### src/rtl/genpad_pkg.sv
// Shared constants for the genesis pad reader: FSM encoding, joystick bit
// positions and raw pin positions on the 7-pin pad port.
package genpad_pkg;

  typedef enum logic {
    ST_IDLE = 1'b0,
    ST_STEP = 1'b1
  } state_t;

  // Bit positions in the active-high joystick word
  localparam int J_R     = 0;
  localparam int J_L     = 1;
  localparam int J_D     = 2;
  localparam int J_U     = 3;
  localparam int J_A     = 4;
  localparam int J_B     = 5;
  localparam int J_C     = 6;
  localparam int J_START = 7;
  localparam int J_MODE  = 8;
  localparam int J_X     = 9;
  localparam int J_Y     = 10;
  localparam int J_Z     = 11;

  // Pin positions on user_in / user_out (pins are active low)
  localparam int P_DOWN_Y     = 0;
  localparam int P_UP_Z       = 1;
  localparam int P_TL         = 2;
  localparam int P_RIGHT_MODE = 3;
  localparam int P_TH         = 4;
  localparam int P_LEFT_X     = 5;
  localparam int P_TR         = 6;

endpackage

### src/rtl/genpad_sync.sv
// Two-flop synchronizer for the asynchronous pad pins; resets to 1 so the
// pins read as released (nothing pressed) straight out of reset.
module genpad_sync #(
  parameter int W = 7
) (
  input  logic         i_clk,
  input  logic         i_rst,
  input  logic [W-1:0] i_d,
  output logic [W-1:0] o_q
);

  logic [W-1:0] r_s1;
  logic [W-1:0] r_s2;

  always_ff @(posedge i_clk or posedge i_rst) begin
    if (i_rst) begin
      r_s1 <= '1;
      r_s2 <= '1;
    end else begin
      r_s1 <= i_d;
      r_s2 <= r_s1;
    end
  end

  assign o_q = r_s2;

endmodule

### src/rtl/genpad_reader.sv
// Scans a 3/6-button genesis pad by toggling TH through 8 steps per frame,
// collecting buttons into shadow registers and publishing them atomically.
module genpad_reader
  import genpad_pkg::*;
#(
  parameter int STEP_CYC = 500,
  parameter int IDLE_CYC = 100000
) (
  input  logic        clk,
  input  logic        reset,
  input  logic        enable,
  input  logic [6:0]  user_in,
  output logic [6:0]  user_out,
  output logic [11:0] joystick,
  output logic        present,
  output logic        six_btn,
  output logic        frame_done,
  output state_t      dbg_state
);

  localparam int MAX_CYC = (IDLE_CYC > STEP_CYC) ? IDLE_CYC : STEP_CYC;
  localparam int CW      = (MAX_CYC > 1) ? $clog2(MAX_CYC) : 1;
  localparam logic [CW-1:0] IDLE_LAST = CW'(IDLE_CYC - 1);
  localparam logic [CW-1:0] STEP_LAST = CW'(STEP_CYC - 1);

  logic [6:0]    w_pins;
  logic          w_unused_th;
  state_t        r_state;
  state_t        w_state_next;
  logic          w_idle_done;
  logic          w_step_done;
  logic          w_frame_end;
  logic [CW-1:0] r_cnt;
  logic [2:0]    r_k;
  logic          r_th;
  logic [11:0]   r_sh_joy;
  logic          r_sh_present;
  logic          r_sh_six;
  logic [11:0]   r_joy;
  logic          r_present;
  logic          r_six;
  logic          r_frame_done;

  genpad_sync #(.W(7)) u_sync (
    .i_clk (clk),
    .i_rst (reset),
    .i_d   (user_in),
    .o_q   (w_pins)
  );

  // TH is our own output looped back; its synchronized copy is not needed
  assign w_unused_th = w_pins[P_TH];

  always_ff @(posedge clk or posedge reset) begin
    if (reset) begin
      r_state <= ST_IDLE;
    end else begin
      r_state <= w_state_next;
    end
  end

  always_comb begin
    w_state_next = r_state;
    w_idle_done  = (r_state == ST_IDLE) && (r_cnt == IDLE_LAST);
    w_step_done  = (r_state == ST_STEP) && (r_cnt == STEP_LAST);
    w_frame_end  = w_step_done && (r_k == 3'd7);
    if (!enable) begin
      w_state_next = ST_IDLE;
    end else begin
      case (r_state)
        ST_IDLE: if (w_idle_done) w_state_next = ST_STEP;
        ST_STEP: if (w_frame_end) w_state_next = ST_IDLE;
        default: w_state_next = ST_IDLE;
      endcase
    end
  end

  always_ff @(posedge clk or posedge reset) begin
    if (reset) begin
      r_cnt        <= '0;
      r_k          <= 3'd0;
      r_th         <= 1'b1;
      r_sh_joy     <= 12'h000;
      r_sh_present <= 1'b0;
      r_sh_six     <= 1'b0;
      r_joy        <= 12'h000;
      r_present    <= 1'b0;
      r_six        <= 1'b0;
      r_frame_done <= 1'b0;
    end else if (!enable) begin
      r_cnt        <= '0;
      r_k          <= 3'd0;
      r_th         <= 1'b1;
      r_sh_joy     <= 12'h000;
      r_sh_present <= 1'b0;
      r_sh_six     <= 1'b0;
      r_joy        <= 12'h000;
      r_present    <= 1'b0;
      r_six        <= 1'b0;
      r_frame_done <= 1'b0;
    end else begin
      r_frame_done <= 1'b0;
      if (w_idle_done || w_step_done) r_cnt <= '0;
      else                            r_cnt <= r_cnt + CW'(1);

      if (w_step_done) begin
        // Sample on the last clock of the step, before TH moves
        case (r_k)
          3'd0: begin
            r_sh_joy[J_U] <= ~w_pins[P_UP_Z];
            r_sh_joy[J_D] <= ~w_pins[P_DOWN_Y];
            r_sh_joy[J_L] <= ~w_pins[P_LEFT_X];
            r_sh_joy[J_R] <= ~w_pins[P_RIGHT_MODE];
            r_sh_joy[J_B] <= ~w_pins[P_TL];
            r_sh_joy[J_C] <= ~w_pins[P_TR];
          end
          3'd1: begin
            r_sh_joy[J_A]     <= ~w_pins[P_TL];
            r_sh_joy[J_START] <= ~w_pins[P_TR];
            r_sh_present      <= ~w_pins[P_LEFT_X] & ~w_pins[P_RIGHT_MODE];
          end
          3'd5: begin
            r_sh_six <= ~w_pins[P_UP_Z] & ~w_pins[P_DOWN_Y] &
                        ~w_pins[P_LEFT_X] & ~w_pins[P_RIGHT_MODE];
          end
          3'd6: begin
            r_sh_joy[J_Z]    <= r_sh_six & ~w_pins[P_UP_Z];
            r_sh_joy[J_Y]    <= r_sh_six & ~w_pins[P_DOWN_Y];
            r_sh_joy[J_X]    <= r_sh_six & ~w_pins[P_LEFT_X];
            r_sh_joy[J_MODE] <= r_sh_six & ~w_pins[P_RIGHT_MODE];
          end
          default: ;
        endcase

        if (w_frame_end) begin
          r_k          <= 3'd0;
          r_th         <= 1'b1;
          r_joy        <= r_sh_present ? r_sh_joy : 12'h000;
          r_present    <= r_sh_present;
          r_six        <= r_sh_six;
          r_frame_done <= 1'b1;
        end else begin
          // Next step is k+1: TH high when it is even, i.e. when k is odd
          r_k  <= r_k + 3'd1;
          r_th <= r_k[0];
        end
      end
    end
  end

  assign user_out   = {2'b11, r_th, 4'b1111};
  assign joystick   = r_joy;
  assign present    = r_present;
  assign six_btn    = r_six;
  assign frame_done = r_frame_done;
  assign dbg_state  = r_state;

endmodule

### config.mk
export PLATFORM = sky130hd
export DESIGN_NAME = genpad_reader
export DESIGN_NICKNAME = d
export VERILOG_FILES = /design/src/rtl/genpad_pkg.sv /design/src/rtl/genpad_sync.sv /design/src/rtl/genpad_reader.sv
export SDC_FILE = /design/constraint.sdc
export NUM_CORES = 1
export LEC_CHECK = 0
export ABC_AREA = 1
export CAP_MARGIN = 20
export CORE_MARGIN = 3
export CORE_UTILIZATION = 45
export CTS_CLUSTER_SIZE = 8
export DETAILED_ROUTE_END_ITERATION = 10
export GPL_ROUTABILITY_DRIVEN = 0
export PLACE_DENSITY = 0.66
export SYNTH_ARGS = -nofsm -noshare
export SYNTH_HDL_FRONTEND = slang
export SYNTH_SLANG_ARGS = --single-unit
### constraint.sdc
create_clock -name clk -period 2.58 [get_ports clk]
set_input_delay 0.387 -clock clk [delete_from_list [all_inputs] [get_ports clk]]
set_output_delay 0.387 -clock clk [all_outputs]
set_load 0.01 [all_outputs]
==> run metrics <==
status complete, no violations; Max clock buf depth 2; CTS tree built; #FFs+latches synth 63; core footprint 6530 um^2; vias in the first global route 2184; switching power just under 0.5 mW; Final TNS setup 0 ns; internal power 1.53 mW; cell row count 29; clock-pin slew on the worst setup and hold paths about 0.08 ns; clock network power share 43.3%; Comb pwr share 5.3%; Routed Antenna Nets 0; CTS H-tree lvls 3; Crit Path Class reg2reg; min-delay worst type in2async; Die X 89.4 um; Design Power between 2 and 2.5 mW; ratio of cells with drive above 1 in the final layout 16.0%; initial antenna violation count 0; placed inst area 3400 um^2; pwr dens 560 nW/um^2; cts repair resizes 0; WL final a little under 6 mm; Max Clock Skew ~0.0095 ns; Max VDD drop just under 0.0004 V; largest net degree at the start of global routing 50; Residual DRC 0; Slowest cell on crit path dfrtp_1; area delta synth->final 15.3%; GR Overflow Total 0; fin crit share 71.8%; final hold violation count 0; met2 WL roughly 2.6 mm; Synthesis Warnings 0; Via density ~5.0; Setup crit end kind flip-flop; RSZ-0062 raised after global routing false; Max FO, Critical Path 15; Setup crit start kind flip-flop; Static Leak 1.69 nW; DRT Pass-1 Iters 4; Met3 Wirelength about 320 um; CTS buffer count 9; Hold Slack about 0.33 ns; setup repair bufs after CTS 0; Yosys cell types 32; Die ar. 8000 um^2; nets 404; CP most frequent cell nand2_1; Cell Area, Synth roughly 3100 um^2; max cap viols 0; CP top delay family simple AND/OR/NAND/NOR gates; Worst path max stage delay approximately 0.38 ns; clock sinks 63; Cell Chain, Critical Path ha_1 -> nand2_1 -> nor3_4 -> nand4_4 -> nand2_2 -> nand2_1 -> nand2_1; fillcell total around 620; CTS root buf clkbuf_8; Seq/Total Area, Yosys between 50 and 60%; floorplan die height a little under 90 um; first-pass GRT wire length 10.1 mm; CTS Hold Bufs 0; fin crit period roughly 1.9 ns; Post-Route M1 WL approximately 2.8 mm; post-synthesis cell count roughly 360; via count approximately 2400; cell area after layout about 3600 um^2; Max Slew Vio Count 0; max layer used met4; DR WL/cell between 10 and 15 um; Worst Path Arrival between 2 and 2.5 ns; crit path buf inv count 0; number of top-level pins 33; fmax approximately 540 MHz; Tot GR Track Use around 17%; Seq pwr share 51.4%; quantity of I/O buffers inserted on ports 25; sw frac roughly a quarter; Clk Latency, worst-skew pair about 0.35 ns; DRT iter0 DRCs ~140; Worst Path Required roughly 2.9 ns; Initial Util 48.0%; diode count 0; DPL Wire Length slightly above 4 mm; Avg Inst Size Synth 8.65 um^2; final setup fails 0
-- power by group through the flow --
stage	combinational, mW	clock, mW	sequential, mW
floorplan	0.0855	0	1.05
global placement	0.109	0	1.06
detailed placement	0.110	0	1.06
CTS	0.111	0.897	1.04
global route	0.124	0.937	1.04
finish	0.108	0.875	1.04
-- cell usage after synthesis --
cell / count / area [um^2]
nand2_2: 5 / 31.3
nand3b_1: 2 / 15.0
nand2_1: 96 / 360
dfstp_2: 13 / 342
xor2_1: 8 / 70.1
nand2_4: 4 / 45.0
nor3_1: 7 / 35.0
buf_6: 2 / 22.5
buf_2: 3 / 15.0
dfrtp_1: 50 / 1250
o211ai_1: 1 / 7.51
conb_1: 1 / 3.75
nand4_4: 1 / 21.3
nand4_1: 9 / 56.3
nor2_2: 11 / 68.8
clkbuf_1: 2 / 7.51
inv_4: 2 / 12.5
buf_12: 1 / 20.0
nand3_4: 1 / 17.5
nand3_1: 40 / 200
nor2_4: 4 / 45.0
xnor2_1: 1 / 8.76
ha_1: 6 / 75.1
o21ai_0: 7 / 35.0
buf_4: 7 / 52.6
inv_2: 1 / 3.75
nor3_4: 1 / 16.3
inv_1: 28 / 105
nor4_1: 2 / 12.5
a21oi_1: 3 / 15.0
nor2_1: 40 / 150
buf_1: 3 / 11.3
-- layout make-up --
| type | instances | area (um^2) | area share (%) |
|---|---|---|---|
| clock buffers | 10 | 138 | 3.81 |
| flip-flops and latches | 63 | 1590 | 44.1 |
| well taps | 77 | 96.3 | 2.67 |
| multi-input cells | 255 | 1310 | 36.2 |
| repair buffers | 28 | 285 | 7.90 |
| clock inverters | 6 | 70.1 | 1.94 |
| inverters | 31 | 121 | 3.36 |
-- through the flow --
| step | instances | util, % | setup WS [ns] |
|---|---|---|---|
| 3_3_place_gp | 454 | 52.1 | 0.753 |
| 4_1_cts | 470 | 55.3 | 0.683 |
| 6_report | 470 | 55.3 | 0.727 |
| 2_1_floorplan | 367 | - | 0.645 |
| 5_1_grt | 470 | 55.3 | 0.488 |
| 3_5_place_dp | 454 | 52.1 | 0.713 |
-- cell usage in the layout (no fill, tap or decap), types with 3 or more instances in the layout --
| master | count |
|---|---|
| clkinvlp_4 | 3 |
| xor2_1 | 8 |
| nand2_4 | 4 |
| ha_1 | 6 |
| nor2_4 | 4 |
| nand2_1 | 96 |
| o21ai_0 | 7 |
| dfrtp_1 | 50 |
| dfstp_2 | 13 |
| clkdlybuf4s50_1 | 25 |
| nor2_1 | 40 |
| nand3_1 | 40 |
| clkbuf_8 | 10 |
| nand4_1 | 9 |
| conb_1 | 6 |
| nor2_2 | 11 |
| nor3_1 | 7 |
| nand2_2 | 5 |
| inv_1 | 27 |
| a21oi_1 | 3 |
-- logic make-up (layout without fill, tap and decap cells) --
family,after synthesis,in the layout,synth area share (%)
adder cells (fa/ha/maj),6,6,2.40
XOR/XNOR,9,9,2.52
flip-flops,63,63,50.8
AND/OR/NAND/NOR,223,223,34.3
other,1,6,0.120
buffers and inverters,49,75,7.99
AO/OA/AOI/OAI,11,11,1.84
-- final timing paths --
check / start / slack, ns / endpoint / cells after the start
hold / removal: reset / 0.33 / r_cnt[8] / 2
min in group clk: u_sync.r_s1[3] / 0.35 / u_sync.o_q[3] / 0
max in group asynchronous: reset / 1.64 / u_sync.o_q[0] / 3
setup reg to reg: r_cnt[0] / 0.73 / joystick[5] / 7
hold reg to reg: u_sync.r_s1[3] / 0.35 / u_sync.o_q[3] / 0
setup / recovery: r_cnt[0] / 0.73 / joystick[5] / 7
-- layer usage --
metal | up-vias | global-route usage [%]
met3 | 12 | 3.50
li1 | 1189 | -
met4 | 0 | 9.88
met1 | 1092 | 23.8
met5 | - | 0
met2 | 61 | 23.2
-- state kept, by name (all words and copies together) (netlist names) --
signal,flops
r_sh_joy,12
present,1
frame_done,1
u_sync.o_q,6
joystick,12
r_th,1
r_cnt,17
r_sh_six,1
u_sync.r_s1,6
dbg_state,1
six_btn,1
r_k,3
r_sh_present,1
No activity file was read; power rests on OpenSTA's default activity.
